$ cat config.mk
export PLATFORM = sky130hd
export DESIGN_NAME = debounced_load_register
export DESIGN_NICKNAME = d
export VERILOG_FILES = /design/src/rtl/debounced_load_register.sv
export SDC_FILE = /design/constraint.sdc
export NUM_CORES = 1
export LEC_CHECK = 0
export BUFFER_PORTS_ARGS = -buffer_cell sky130_fd_sc_hd__buf_2
export CAP_MARGIN = 30
export CORE_AREA = 10 10 47 49
export DETAILED_ROUTE_END_ITERATION = 6
export DIE_AREA = 0 0 57 59
export GPL_TIMING_DRIVEN = 0
export HOLD_SLACK_MARGIN = 0.12
export PLACE_DENSITY = 0.74
export SETUP_SLACK_MARGIN = 0.3
export SLEW_MARGIN = 10
export SYNTH_ARGS = -nofsm -noshare
export SYNTH_HDL_FRONTEND = slang
export SYNTH_SLANG_ARGS = --single-unit
$ cat constraint.sdc
create_clock -name clk -period 3.7 [get_ports clk]
set_input_delay 0 -clock clk [delete_from_list [all_inputs] [get_ports clk]]
set_output_delay 0 -clock clk [all_outputs]
set_load 0.005 [all_outputs]
$ cat src/rtl/debounced_load_register.sv
// debounced_load_register
// A bouncing pushbutton is synchronised and then debounced. Each accepted
// press updates the register q once, using the operation selected by mode.
// Build option: define DLR_SHIFT_EN to enable mode decoding (load, shift
// left, shift right, rotate left). Without it every accepted press loads d.
//
// Output handshake: stb is a pure one-cycle strobe with no ready/back-pressure.
// It is high in the cycle after the edge that updated q, once per accepted
// press. busy is high whenever the FSM is not in IDLE.
module debounced_load_register #(
  parameter int WIDTH           = 4,
  parameter int DEBOUNCE_CYCLES = 16
) (
  input  logic             clk,
  input  logic             rst,
  input  logic             btn,
  input  logic [1:0]       mode,
  input  logic [WIDTH-1:0] d,
  output logic [WIDTH-1:0] q,
  output logic             stb,
  output logic             busy,
  output logic [1:0]       dbg_state_o
);

  localparam int CW = (DEBOUNCE_CYCLES > 2) ? $clog2(DEBOUNCE_CYCLES) : 1;
  localparam logic [CW-1:0] CNT_ONE  = CW'(1);
  localparam logic [CW-1:0] CNT_LAST = CW'(DEBOUNCE_CYCLES - 1);

  typedef enum logic [1:0] {
    IDLE        = 2'd0,
    DEB_PRESS   = 2'd1,
    PRESSED     = 2'd2,
    DEB_RELEASE = 2'd3
  } state_t;

  state_t           state_q;
  logic [CW-1:0]    cnt_q;
  logic [WIDTH-1:0] q_q;
  logic [WIDTH-1:0] q_d;
  logic             stb_q;
  logic             sync1_q;
  logic             sync2_q;
  logic             btn_s;

  // Two-flop synchroniser; the FSM only ever looks at btn_s.
  always_ff @(posedge clk or posedge rst) begin
    if (rst) begin
      sync1_q <= 1'b0;
      sync2_q <= 1'b0;
    end else begin
      sync1_q <= btn;
      sync2_q <= sync1_q;
    end
  end

  assign btn_s = sync2_q;

`ifdef DLR_SHIFT_EN
  // Value q takes on an update edge, selected by mode on that same edge.
  always_comb begin
    q_d = d;
    case (mode)
      2'b00:   q_d = d;
      2'b01:   q_d = {q_q[WIDTH-2:0], d[0]};
      2'b10:   q_d = {d[0], q_q[WIDTH-1:1]};
      default: q_d = {q_q[WIDTH-2:0], q_q[WIDTH-1]};
    endcase
  end
`else
  logic unused_mode;
  assign unused_mode = ^mode;

  // Value q takes on an update edge: always a plain load of d.
  always_comb begin
    q_d = d;
  end
`endif

  // Debounce FSM: press and release each need DEBOUNCE_CYCLES stable
  // samples; the register update happens on the edge that confirms a press.
  always_ff @(posedge clk or posedge rst) begin
    if (rst) begin
      state_q <= IDLE;
      cnt_q   <= '0;
      q_q     <= '0;
      stb_q   <= 1'b0;
    end else begin
      stb_q <= 1'b0;
      case (state_q)
        IDLE: begin
          if (btn_s) begin
            state_q <= DEB_PRESS;
            cnt_q   <= CNT_ONE;
          end
        end
        DEB_PRESS: begin
          if (!btn_s) begin
            // Bounce: abandon the press without touching q.
            state_q <= IDLE;
            cnt_q   <= '0;
          end else if (cnt_q == CNT_LAST) begin
            state_q <= PRESSED;
            cnt_q   <= '0;
            q_q     <= q_d;
            stb_q   <= 1'b1;
          end else begin
            cnt_q <= cnt_q + CNT_ONE;
          end
        end
        PRESSED: begin
          // Held button: stay here, no further updates.
          if (!btn_s) begin
            state_q <= DEB_RELEASE;
            cnt_q   <= CNT_ONE;
          end
        end
        DEB_RELEASE: begin
          if (btn_s) begin
            // Release glitch: still pressed, no new update.
            state_q <= PRESSED;
            cnt_q   <= '0;
          end else if (cnt_q == CNT_LAST) begin
            state_q <= IDLE;
            cnt_q   <= '0;
          end else begin
            cnt_q <= cnt_q + CNT_ONE;
          end
        end
        default: begin
          state_q <= IDLE;
          cnt_q   <= '0;
        end
      endcase
    end
  end

  assign q           = q_q;
  assign stb         = stb_q;
  assign busy        = (state_q != IDLE);
  assign dbg_state_o = state_q;

endmodule

## Word-level counts from Yosys, hierarchy flattened

Index checks and enable logic that the tools add are counted.

- Add/subtract/negate cells: 1
- Eq/ne operators: 8
- Multiplexer cells: 16
- Reductions and logical operators: 5

Operators with widths:

| operator | count |
|---|---|
| 4-bit 2-to-1 mux | 5 |
| 4-bit one-hot mux with 4 select lines | 1 |
| 2-bit 2-to-1 mux | 6 |
| 2-bit one-hot mux with 4 select lines | 1 |
| 3-bit != test, second input constant | 2 |
| 4-bit by 1-bit adder with 4-bit output, second input constant | 1 |
| 2-bit equality test, second input constant | 2 |
| 4-bit equality test, second input constant | 1 |
| 2-bit != test, second input constant | 2 |
| 4-bit AND reduction | 1 |
| 1-bit 2-to-1 mux | 3 |
| 3-bit AND reduction | 1 |
| 2-bit by 1-bit equality test with 1-bit output, second input constant | 1 |
| 2-bit logical NOT | 1 |
| 2-bit AND reduction | 1 |
| 2-bit nonzero test | 1 |

- Bits in registers: 13
- Output and inout bits: 8
- Logic and storage cells: 36

## Logic depth before layout (Yosys ltp)

Gate-level depths: netlist of the first run.

- Depth after elaboration: 4
- Gate-level depth with buffers: 4
- Mapped depth without buffers: 4

## Worst setup path after synthesis of the first run

No wires, ideal clock.

- Kind: reg-to-reg
- Start point: reg cnt_q[0]
- End point: reg q_q[0], in the netlist q[0]
- Library setup time: 125 ps
- Arrival: 1376 ps
- Slack: 2199 ps
- Stages on the path, launching flop included: 5
- Clock period less this slack: 1501 ps
- Path through: dfrtp_1 ha_1 nand4_2 nor3b_4 mux2_2

- Cells in the longest elaborated chain, start to end: 2

Ends and longest elaborated chain:

| element | RTL line | RTL |
|---|---|---|
| start: declaration | 37 | `logic [CW-1:0] cnt_q;` |
| start signal: assignment | 107 | `cnt_q <= cnt_q + CNT_ONE;` |
| start signal: assignment | 126 | `cnt_q <= cnt_q + CNT_ONE;` |
| 4-bit equality test | 101 | `end else if (cnt_q == CNT_LAST) begin` |
| 3-bit AND reduction (no source line) | -- |  |
| end signal: assignment | 104 | `q_q <= q_d;` |
| end: declaration | 38 | `logic [WIDTH-1:0] q_q;` |

Every way passes these cells.
A chain may end at the register's enable or synchronous reset.

## Worst setup path in the final report of the first run

Same ends and word-level chain as after synthesis.

==> impl_metrics.tcl, run 1 <==
set metrics [dict create \
    grt_overflow_total 0 \
    slowest_stage "dfrtp_1" \
    critPathMaxFanout 5 \
    path_buf_inv 0 \
    ys_seq_area_share_pct 58.0 \
    final-hold-violation-count 0 \
    switchingPower_w 0.0000606 \
    initial_core_util_pct 40.0 \
    synth_most_common_cell "dfrtp_1" \
    routed_via_density 5.23 \
    synthTopCellsByArea "dfrtp_1 58%, mux2_2 10%, nor3b_4 3.3%" \
    cts_buffer_depth 2 \
    rows 14 \
    finalSetupViolCount 0 \
    num_vias 429 \
    clk_pin_slew_ps 80 \
    antenna_found_initial 0 \
    hold_ws_ps 289 \
    synth_ff_type "dfrtp_1" \
    first_global_vias 445 \
    yosysTopAreaCellShare_pct 58.0 \
    synth_top_area_cell "dfrtp_1" \
    grt_start_max_net_pins 14 \
    first_pass_iters 4 \
    yosysWarnings 0 \
    p_clk_share_pct 31.6 \
    fin_tns_setup_ps 0 \
    rr_worst_depth 4 \
    htreeDepth 1 \
    die-area_um2 3360 \
    syn2layout_area_growth_pct 31.5 \
    p_comb_share_pct 10.2 \
    synth_commonest_cells "13 x dfrtp_1, 5 x mux2_2, 3 x inv_1" \
    max_stage_delay_ps 420 \
    grt_pass1_wl_um 1810 \
    routedWlPerCell_um 13.8 \
    fp.dieW_um 57 \
    p_per_area_nw_per_um2 358 \
    slew_headroom_pct 63.4 \
    finalPower_w 0.000264 \
    finalNonFillerCells 82 \
    rsz0062_at_grt "no" \
    synth_edf_count 0 \
    insertion_delay_ps 260 \
    dp.final_hpwl_um 824 \
    drv_cap 0 \
    seq_power_share_pct 58.2 \
    end_kind "flip-flop" \
    drive_gt1_share_pct 39.4 \
    period_minus_slack_ps 1690 \
    path_delay_family "simple AND/OR/NAND/NOR gates" \
    synth_seq_cells 13 \
    start_kind "flip-flop" \
    die_h_um 59 \
    routed_wirelength_um 1130 \
    coreArea_um2 1400 \
    max_freq_ghz 0.590 \
    async_flop_share_pct 100 \
    finClkSkew_ps 5.34 \
    clkSinkCount 13 \
    track_usage_pct 6.96 \
    ant_nets 0 \
    slew_viol_final 0 \
    nNetsFinal 77 \
    status "complete, no violations" \
    worstSetupPathDepth 4 \
    peakVddDrop_v 0.000206 \
    internal_power_w 0.000203 \
    io_buffers 14 \
    hold_class "primary input to async pin" \
    drt-initial-drc-count 9 \
    num_antenna_cells 0 \
    worstPathArrival_ps 1840 \
    cts_root_buf "clkbuf_4" \
    required_ps 3850 \
    worstSetupPathType "flip-flop to flip-flop" \
    pin_count 17 \
    power_leakage_nw 0.368 \
    avgSynthCellArea_um2 13.3 \
    gp_congestion 0.691 \
    syn_area_um2 561 \
    cp_cell_sequence "ha_1 > nand4_2 > nor3b_4 > mux2_2" \
    syn_nets 52 \
    final.fill_count 135 \
    dp.cells 72 \
    switching_share_pct 23.0 \
    numCtsBuffers 3 \
    final.period_utilization_pct 45.8 \
    syn_inst 42 \
    synth.distinct_cells 22 \
    tightest_slew_ps 548 \
    drc_errors 0 \
    cts_tree "done" \
]
-- what timing repair did --
action                     4_1_cts  5_1_grt
setup endpoints to repair        0        0
resized for setup                0        0
buffers inserted                 0        0
hold endpoints to repair        18        0
hold buffers                     6        0
-- cell families (layout without fill, tap and decap cells) --
logic type	after synthesis	count (layout)	share of synthesized area (%)
flip-flops	13	13	58.0
AND/OR/NAND/NOR	12	12	16.7
multiplexers	5	5	10.0
XOR/XNOR	2	2	3.13
buffers and inverters	4	28	2.68
AO/OA/AOI/OAI	5	5	7.14
adder cells (fa/ha/maj)	1	1	2.23
-- registers in the layout (all words and copies together) (netlist names), named ones only --
signal	count
dbg_state_o	1
sync1_q	1
btn_s	1
q	4
cnt_q	4
stb	1
-- worst paths after layout --
check	start	end	slack, ps
max	cnt_q[0]$_DFFE_PP0P_	q[0]$_DFFE_PP0P_	2010
min	rst	sync1_q$_DFF_PP0_	290
max reg2reg	cnt_q[0]$_DFFE_PP0P_	q[0]$_DFFE_PP0P_	2010
min reg2reg	sync1_q$_DFF_PP0_	btn_s$_DFF_PP0_	360
max in group asynchronous	rst	dbg_state_o[0]$_DFFE_PP0P_	3070
min in group clk	sync1_q$_DFF_PP0_	btn_s$_DFF_PP0_	360
-- per-layer routing --
layer | wire length, µm | track usage (%) | part of all wire (%)
met5 | 0 | 0 | 0
met1 | 463 | 5.90 | 41
met4 | 10 | 4.03 | 0.88
met2 | 593 | 12.9 | 52
met3 | 65 | 3.43 | 5.7
-- worst min-delay path: stages --
cell and delay (ps):
dlygate4sd3_1 520, buf_2 110, inv_1 370
-- final cells by class --
type                       count  area, µm²  area share, %
clock buffer                   4       26.3           3.57
timing repair buffer          20        130           17.7
inverter                       3       11.3           1.53
sequential                    13        325           44.1
multi-input combinational     25        220           29.9
tap                           16       20.0           2.72
buffer                         1       3.75          0.509
-- cell usage in the layout, fill, tap and decap left out, drive strengths merged, types with 2 or more instances in the layout --
cell,n
clkbuf,5
dlygate4sd3,6
mux2,5
nand3,2
nand4,3
dfrtp,13
inv,3
buf,14
-- metrics by stage --
stage / instance area [µm²] / utilization (%) / setup slack, ps
2_1_floorplan: 561 / - / 2200
3_3_place_gp: 651 / 46.4 / 2070
3_5_place_dp: 651 / 46.4 / 2020
4_1_cts: 737 / 52.6 / 2010
5_1_grt: 737 / 52.6 / 1940
6_report: 737 / 52.6 / 2010
-- power by group through the flow --
stage / Clock, W / Combinational (W) / Sequential, W
5_1_grt: 0.0000913 / 0.0000305 / 0.000154
6_report: 0.0000835 / 0.0000269 / 0.000153
3_3_place_gp: 0 / 0.0000211 / 0.000156
4_1_cts: 0.0000867 / 0.0000268 / 0.000153
3_5_place_dp: 0 / 0.0000221 / 0.000156
2_1_floorplan: 0 / 0.0000151 / 0.000155
Note: power is estimated with default switching activity, not from simulation.
==> run 2: changes to the inputs <==
--- a/config.mk
+++ b/config.mk
@@ -5,6 +5,7 @@
 export SDC_FILE = /design/constraint.sdc
 export NUM_CORES = 1
 export LEC_CHECK = 0
+export ABC_AREA = 1
 export BUFFER_PORTS_ARGS = -buffer_cell sky130_fd_sc_hd__buf_2
 export CAP_MARGIN = 30
 export CORE_AREA = 10 10 47 49
@@ -12,7 +13,7 @@
 export DIE_AREA = 0 0 57 59
 export GPL_TIMING_DRIVEN = 0
 export HOLD_SLACK_MARGIN = 0.12
-export PLACE_DENSITY = 0.74
+export PLACE_DENSITY = 0.75
 export SETUP_SLACK_MARGIN = 0.3
 export SLEW_MARGIN = 10
 export SYNTH_ARGS = -nofsm -noshare
==> constraint.sdc (replaced) <==
create_clock -name clk -period 1.8 [get_ports clk]
set_input_delay 0 -clock clk [delete_from_list [all_inputs] [get_ports clk]]
set_output_delay 0 -clock clk [all_outputs]
set_load 0.005 [all_outputs]
==> run 2 against run 1 <==
Die area unchanged. Sequential power increased by 110%. Power increased by 110%. Area after synthesis grew 0.45%. Clock power grew 110%. Non-clock buffer count down 1. Register-to-register slack got worse by 1400 ps. Worst hold slack worse by 2.2 ps. Sequential cell count unchanged. Design area rose by 0.34%. Critical endpoint is now q[2]$_DFFE_PP0P_. Highest routed layer is now met3.
==> impl_metrics.tcl, run 2 <==
set metrics [dict create \
    grt_overflow_total 0 \
    drive_gt1_share_pct 25.8 \
    synth_edf_count 0 \
    syn_inst 65 \
    status "complete, no violations" \
    synth_ff_type "dfrtp_1" \
    synth_most_common_cell "nand2_1" \
    synth_seq_cells 13 \
    slew_viol_final 0 \
    routed_via_density 4.56 \
    cts_buffer_depth 2 \
    pin_count 17 \
    track_usage_pct 7.21 \
    path_common_cell "nand2_1" \
    p_per_area_nw_per_um2 733 \
    finalNonFillerCells 105 \
    synth_commonest_cells "26 x nand2_1, 13 x dfrtp_1, 6 x inv_1" \
    yosysWarnings 0 \
    routed_wirelength_um 1160 \
    routedWlPerCell_um 11.0 \
    fin_tns_setup_ps 0 \
    final.period_utilization_pct 68.5 \
    start_kind "flip-flop" \
    grt_pass1_wl_um 1970 \
    path_buf_inv 1 \
    synth_top_area_cell "dfrtp_1" \
    drv_cap 0 \
    cts_setup_buffers 0 \
    synthTopCellsByArea "dfrtp_1 58%, nand2_1 17%, inv_1 4.0%" \
    ctsResizeCount 0 \
    required_ps 1960 \
    ys_seq_area_share_pct 57.8 \
    initial_core_util_pct 40.2 \
    cp_cell_sequence "ha_1 > nand2_2 > nor2_2 > nand3_2 > clkinv_2 > nand2_1 > nand2_1" \
    cts_root_buf "clkbuf_4" \
    finClkSkew_ps 2.13 \
    nNetsFinal 100 \
    cts_tree "done" \
    coreArea_um2 1400 \
    syn_nets 75 \
    drt-initial-drc-count 4 \
    num_antenna_cells 0 \
    finish.instance_area_um2 739 \
    end_kind "flip-flop" \
    slowest_stage "dfrtp_1" \
    worstSetupPathType "flip-flop to flip-flop" \
    syn_area_um2 563 \
    layout_commonest_cell "nand2_1" \
    critPathMaxFanout 5 \
    slew_headroom_pct 67.5 \
    period_minus_slack_ps 1230 \
    yosysTopAreaCellShare_pct 57.8 \
    avgSynthCellArea_um2 8.66 \
    antenna_found_initial 0 \
    dp.cells 95 \
    die_h_um 59 \
    finalSetupViolCount 0 \
    drc_errors 0 \
    layout_common_cells "26 x nand2_1, 14 x buf_2, 13 x dfrtp_1" \
    max_stage_delay_ps 430 \
    grt_start_max_net_pins 14 \
    io_buffers 14 \
    ant_nets 0 \
    first_global_vias 504 \
    fp.dieW_um 57 \
    async_flop_share_pct 100 \
    gp_congestion 0.754 \
    final-hold-violation-count 0 \
    max_freq_ghz 0.811 \
    numCtsBuffers 3 \
    rsz0062_at_grt "no" \
    clkSinkCount 13 \
    worstPathArrival_ps 1400 \
    power_leakage_nw 0.373 \
    insertion_delay_ps 270 \
    peakVddDrop_v 0.000429 \
    synth.distinct_cells 15 \
    rows 14 \
    hold_class "primary input to async pin" \
    postPlaceCellArea_um2 653 \
    die-area_um2 3360 \
    syn2layout_area_growth_pct 31.3 \
    num_vias 479 \
    htreeDepth 1 \
    clk_pin_slew_ps 80 \
    first_pass_iters 4 \
    tightest_slew_ps 487 \
    path_delay_family "flip-flops" \
]
## run 2: area by class of cell
cell class / instances / area, µm²
well taps: 16 / 20.0
fillers: 141 / 662
clock buffers: 4 / 26.3
multi-input cells: 44 / 206
inverters: 8 / 31.3
repair buffers: 20 / 130
flip-flops and latches: 13 / 325
## run 2: worst paths after layout
kind	start	to	slack, ps	depth (start not counted)
setup / recovery	cnt_q[0]$_DFFE_PP0P_	q[2]$_DFFE_PP0P_	570	7
hold / removal	rst	q[2]$_DFFE_PP0P_	290	3
setup reg to reg	cnt_q[0]$_DFFE_PP0P_	q[2]$_DFFE_PP0P_	570	7
hold reg to reg	sync1_q$_DFF_PP0_	btn_s$_DFF_PP0_	360	0
max in group asynchronous	rst	cnt_q[3]$_DFFE_PP0P_	1190	3
min in group clk	sync1_q$_DFF_PP0_	btn_s$_DFF_PP0_	360	0
## run 2: where the power goes
group,switching (W),leakage [nW],internal [W],total [W]
Clock,0.0000906,0.0150,0.0000857,0.000176
Combinational,0.0000244,0.207,0.0000257,0.0000500
Sequential,0.0000132,0.151,0.000302,0.000315
## run 2: worst reg2reg max path: cells and delay by family, from the launching register on
kind / cells / cell delay (ps)
DFF: 1 / 430
buffers and inverters: 1 / 100
and+or+nand+nor: 5 / 330
adders and majority gates: 1 / 260
## run 2: per-layer routing
layer  share of wire [%]  vias to the layer above  GRT usage [%]
li1                    -                      249              -
met1                  44                      220           6.85
met2                  51                       10           13.0
met3                 5.4                        0           3.43
met4                   0                        0           3.02
met5                   0                        -              0
## run 2: cell families (layout without fill, tap and decap cells)
family | Yosys count | after routing | share of synthesized area, %
simple gates | 37 | 37 | 28.4
fa+ha+maj | 1 | 1 | 2.22
buf+inv | 8 | 32 | 5.55
xor+xnor | 1 | 1 | 1.56
flops | 13 | 13 | 57.8
compound gates | 5 | 5 | 4.44
## run 2: what timing repair did
item,4_1_cts,5_1_grt
hold endpoints to repair,18,0
endpoints found under the setup margin,0,0
hold buffers,6,0
## run 2: per-stage QoR
stage,hold slack [ps],setup slack [ps],total power (W),utilization [%]
2_1_floorplan,-123,679,0.000345,-
3_3_place_gp,45.6,575,0.000360,46.6
3_5_place_dp,52.5,569,0.000362,46.6
4_1_cts,302,554,0.000548,52.8
5_1_grt,321,458,0.000570,52.8
6_report,287,567,0.000542,52.8
==> run 3: changes to the inputs <==
==> constraint.sdc (replaced) <==
create_clock -name clk -period 1.2 [get_ports clk]
set_input_delay 0 -clock clk [delete_from_list [all_inputs] [get_ports clk]]
set_output_delay 0 -clock clk [all_outputs]
set_load 0.005 [all_outputs]
==> run 3 against run 2 <==
Clock skew rose by 2.5 ps. Design area grew 20%. Via count is 11% higher. Register-to-register slack got worse by 500 ps. Critical path type unchanged. Wire length rose by 25%. Cell count rose by 7.6%. Critical endpoint is now q[1]$_DFFE_PP0P_.
==> impl_metrics.tcl, run 3 (synthesized netlist as in run 2, its figures left out) <==
set metrics [dict create \
    status "complete, no violations" \
    multi_input_area_um2 278 \
    htreeDepth 1 \
    num_vias 530 \
    track_usage_pct 8.47 \
    grt_pass1_wl_um 2350 \
    final-hold-violation-count 0 \
    power_leakage_nw 0.434 \
    finClkSkew_ps 4.59 \
    rr_worst_depth 7 \
    die_h_um 59 \
    end_kind "flip-flop" \
    peakVddDrop_v 0.000655 \
    routed_wirelength_um 1440 \
    initial_core_util_pct 40.2 \
    grt_overflow_total 0 \
    layout_commonest_cell "nand2_1" \
    path_common_cell "nand2_1" \
    rsz0062_at_grt "yes" \
    coreArea_um2 1400 \
    cts_root_buf "clkbuf_4" \
    syn2layout_area_growth_pct 58.2 \
    gp_congestion 0.736 \
    finalNonFillerCells 113 \
    layout_common_cells "21 x nand2_1, 13 x buf_2, 11 x dfrtp_1" \
    routed_via_density 4.69 \
    drc_errors 0 \
    seq_area_um2 328 \
    rows 14 \
    use_met1_pct 8.31 \
    max_stage_delay_ps 410 \
    dp.final_hpwl_um 956 \
    hold_class "primary input to async pin" \
    setup_ws_ps 63.4 \
    grt_use_met2_pct 16.3 \
    required_ps 1410 \
    grt_start_max_net_pins 14 \
    cts_buffer_depth 2 \
    tightest_slew_ps 482 \
    pre_cts_ws_ps -22.6 \
    finalSetupViolCount 0 \
    clk_pin_slew_ps 80 \
    dp.cells 95 \
    num_antenna_cells 0 \
    io_buffers 14 \
    critPathMaxFanout 5 \
    final.fill_count 125 \
    slowest_stage "dfrtp_1" \
    pin_count 17 \
    insertion_delay_ps 270 \
    drt-initial-drc-count 7 \
    cp_cell_sequence "ha_4 > nand2_4 > nor2_4 > nand3_4 > inv_4 > nand2_1 > nand2_1" \
    ant_nets 0 \
    worstPathArrival_ps 1350 \
    max_freq_ghz 0.880 \
    slew_viol_final 0 \
    drv_cap 0 \
    cts_tree "done" \
    numCtsBuffers 3 \
    period_minus_slack_ps 1140 \
    slew_headroom_pct 67.8 \
    fp.dieW_um 57 \
    final.period_utilization_pct 94.7 \
    nNetsFinal 108 \
    worstSetupPathType "flip-flop to flip-flop" \
    start_kind "flip-flop" \
    die-area_um2 3360 \
    p_per_area_nw_per_um2 989 \
    antenna_found_initial 0 \
    use_met3_pct 3.22 \
    first_pass_iters 4 \
    drive_gt1_share_pct 45.4 \
    busiest_layer "met2" \
    first_global_vias 596 \
    clkSinkCount 13 \
    routedWlPerCell_um 12.8 \
]
-- run 3: cell count changes in the layout (fill, tap and decap cells not counted), sizes merged --
cell | before | now
buf | 14 | 22
clkinv | 1 | 0
inv | 7 | 8
-- run 3: routing by layer --
layer	up-vias	share of wire (%)
li1	264	-
met1	253	44
met2	13	52
met3	0	4.5
met4	0	0
met5	-	0
-- run 3: worst paths after layout --
path | start | endpoint | slack, ps
setup / recovery | cnt_q[0]$_DFFE_PP0P_ | q[1]$_DFFE_PP0P_ | 60
hold / removal | rst | sync1_q$_DFF_PP0_ | 290
setup reg to reg | cnt_q[0]$_DFFE_PP0P_ | q[1]$_DFFE_PP0P_ | 60
hold reg to reg | sync1_q$_DFF_PP0_ | btn_s$_DFF_PP0_ | 360
max in group asynchronous | rst | dbg_state_o[0]$_DFFE_PP0P_ | 560
min in group clk | sync1_q$_DFF_PP0_ | btn_s$_DFF_PP0_ | 360
-- run 3: report_power, final --
| part | total (W) | leakage [nW] | internal (W) | switching (W) |
|---|---|---|---|---|
| registers | 0.000474 | 0.149 | 0.000454 | 0.0000198 |
| logic | 0.000143 | 0.270 | 0.0000798 | 0.0000633 |
| clock network | 0.000264 | 0.0150 | 0.000128 | 0.000135 |
-- run 3: final cells by class --
class | count | area share, %
flip-flops and latches | 13 | 36.8
well taps | 16 | 2.25
repair buffers | 28 | 22.9
multi-input cells | 44 | 31.2
clock buffers | 4 | 2.95
inverters | 8 | 3.93
-- run 3: critical path, delay by kind of cell (launching register included) --
kind / cells / cell delay (ps)
AND/OR/NAND/NOR: 5 / 390
flip-flops: 1 / 410
adder cells (fa/ha/maj): 1 / 180
buffers and inverters: 1 / 90
-- run 3: repair_timing --
| action | in CTS | in global routing |
|---|---|---|
| setup buffers | 5 | 3 |
| hold buffers | 6 | 0 |
| hold endpoints to repair | 18 | 0 |
| pin swaps | 2 | 3 |
| setup endpoints to repair | 13 | 13 |
| gates resized for setup | 9 | 14 |
-- run 3: per-stage QoR --
step                hold WS [ps]  utilization [%]  power [W]  area, µm²  TNS [ps]
detailed placement          50.4             47.1   0.000550        661     -77.4
global route                 340             63.6   0.000930        891     -27.3
CTS                          292             58.2   0.000866        816         0
global placement            41.9             47.1   0.000544        661         0
finish                       291             63.6   0.000881        891         0
floorplan                   -123                -   0.000522        571         0
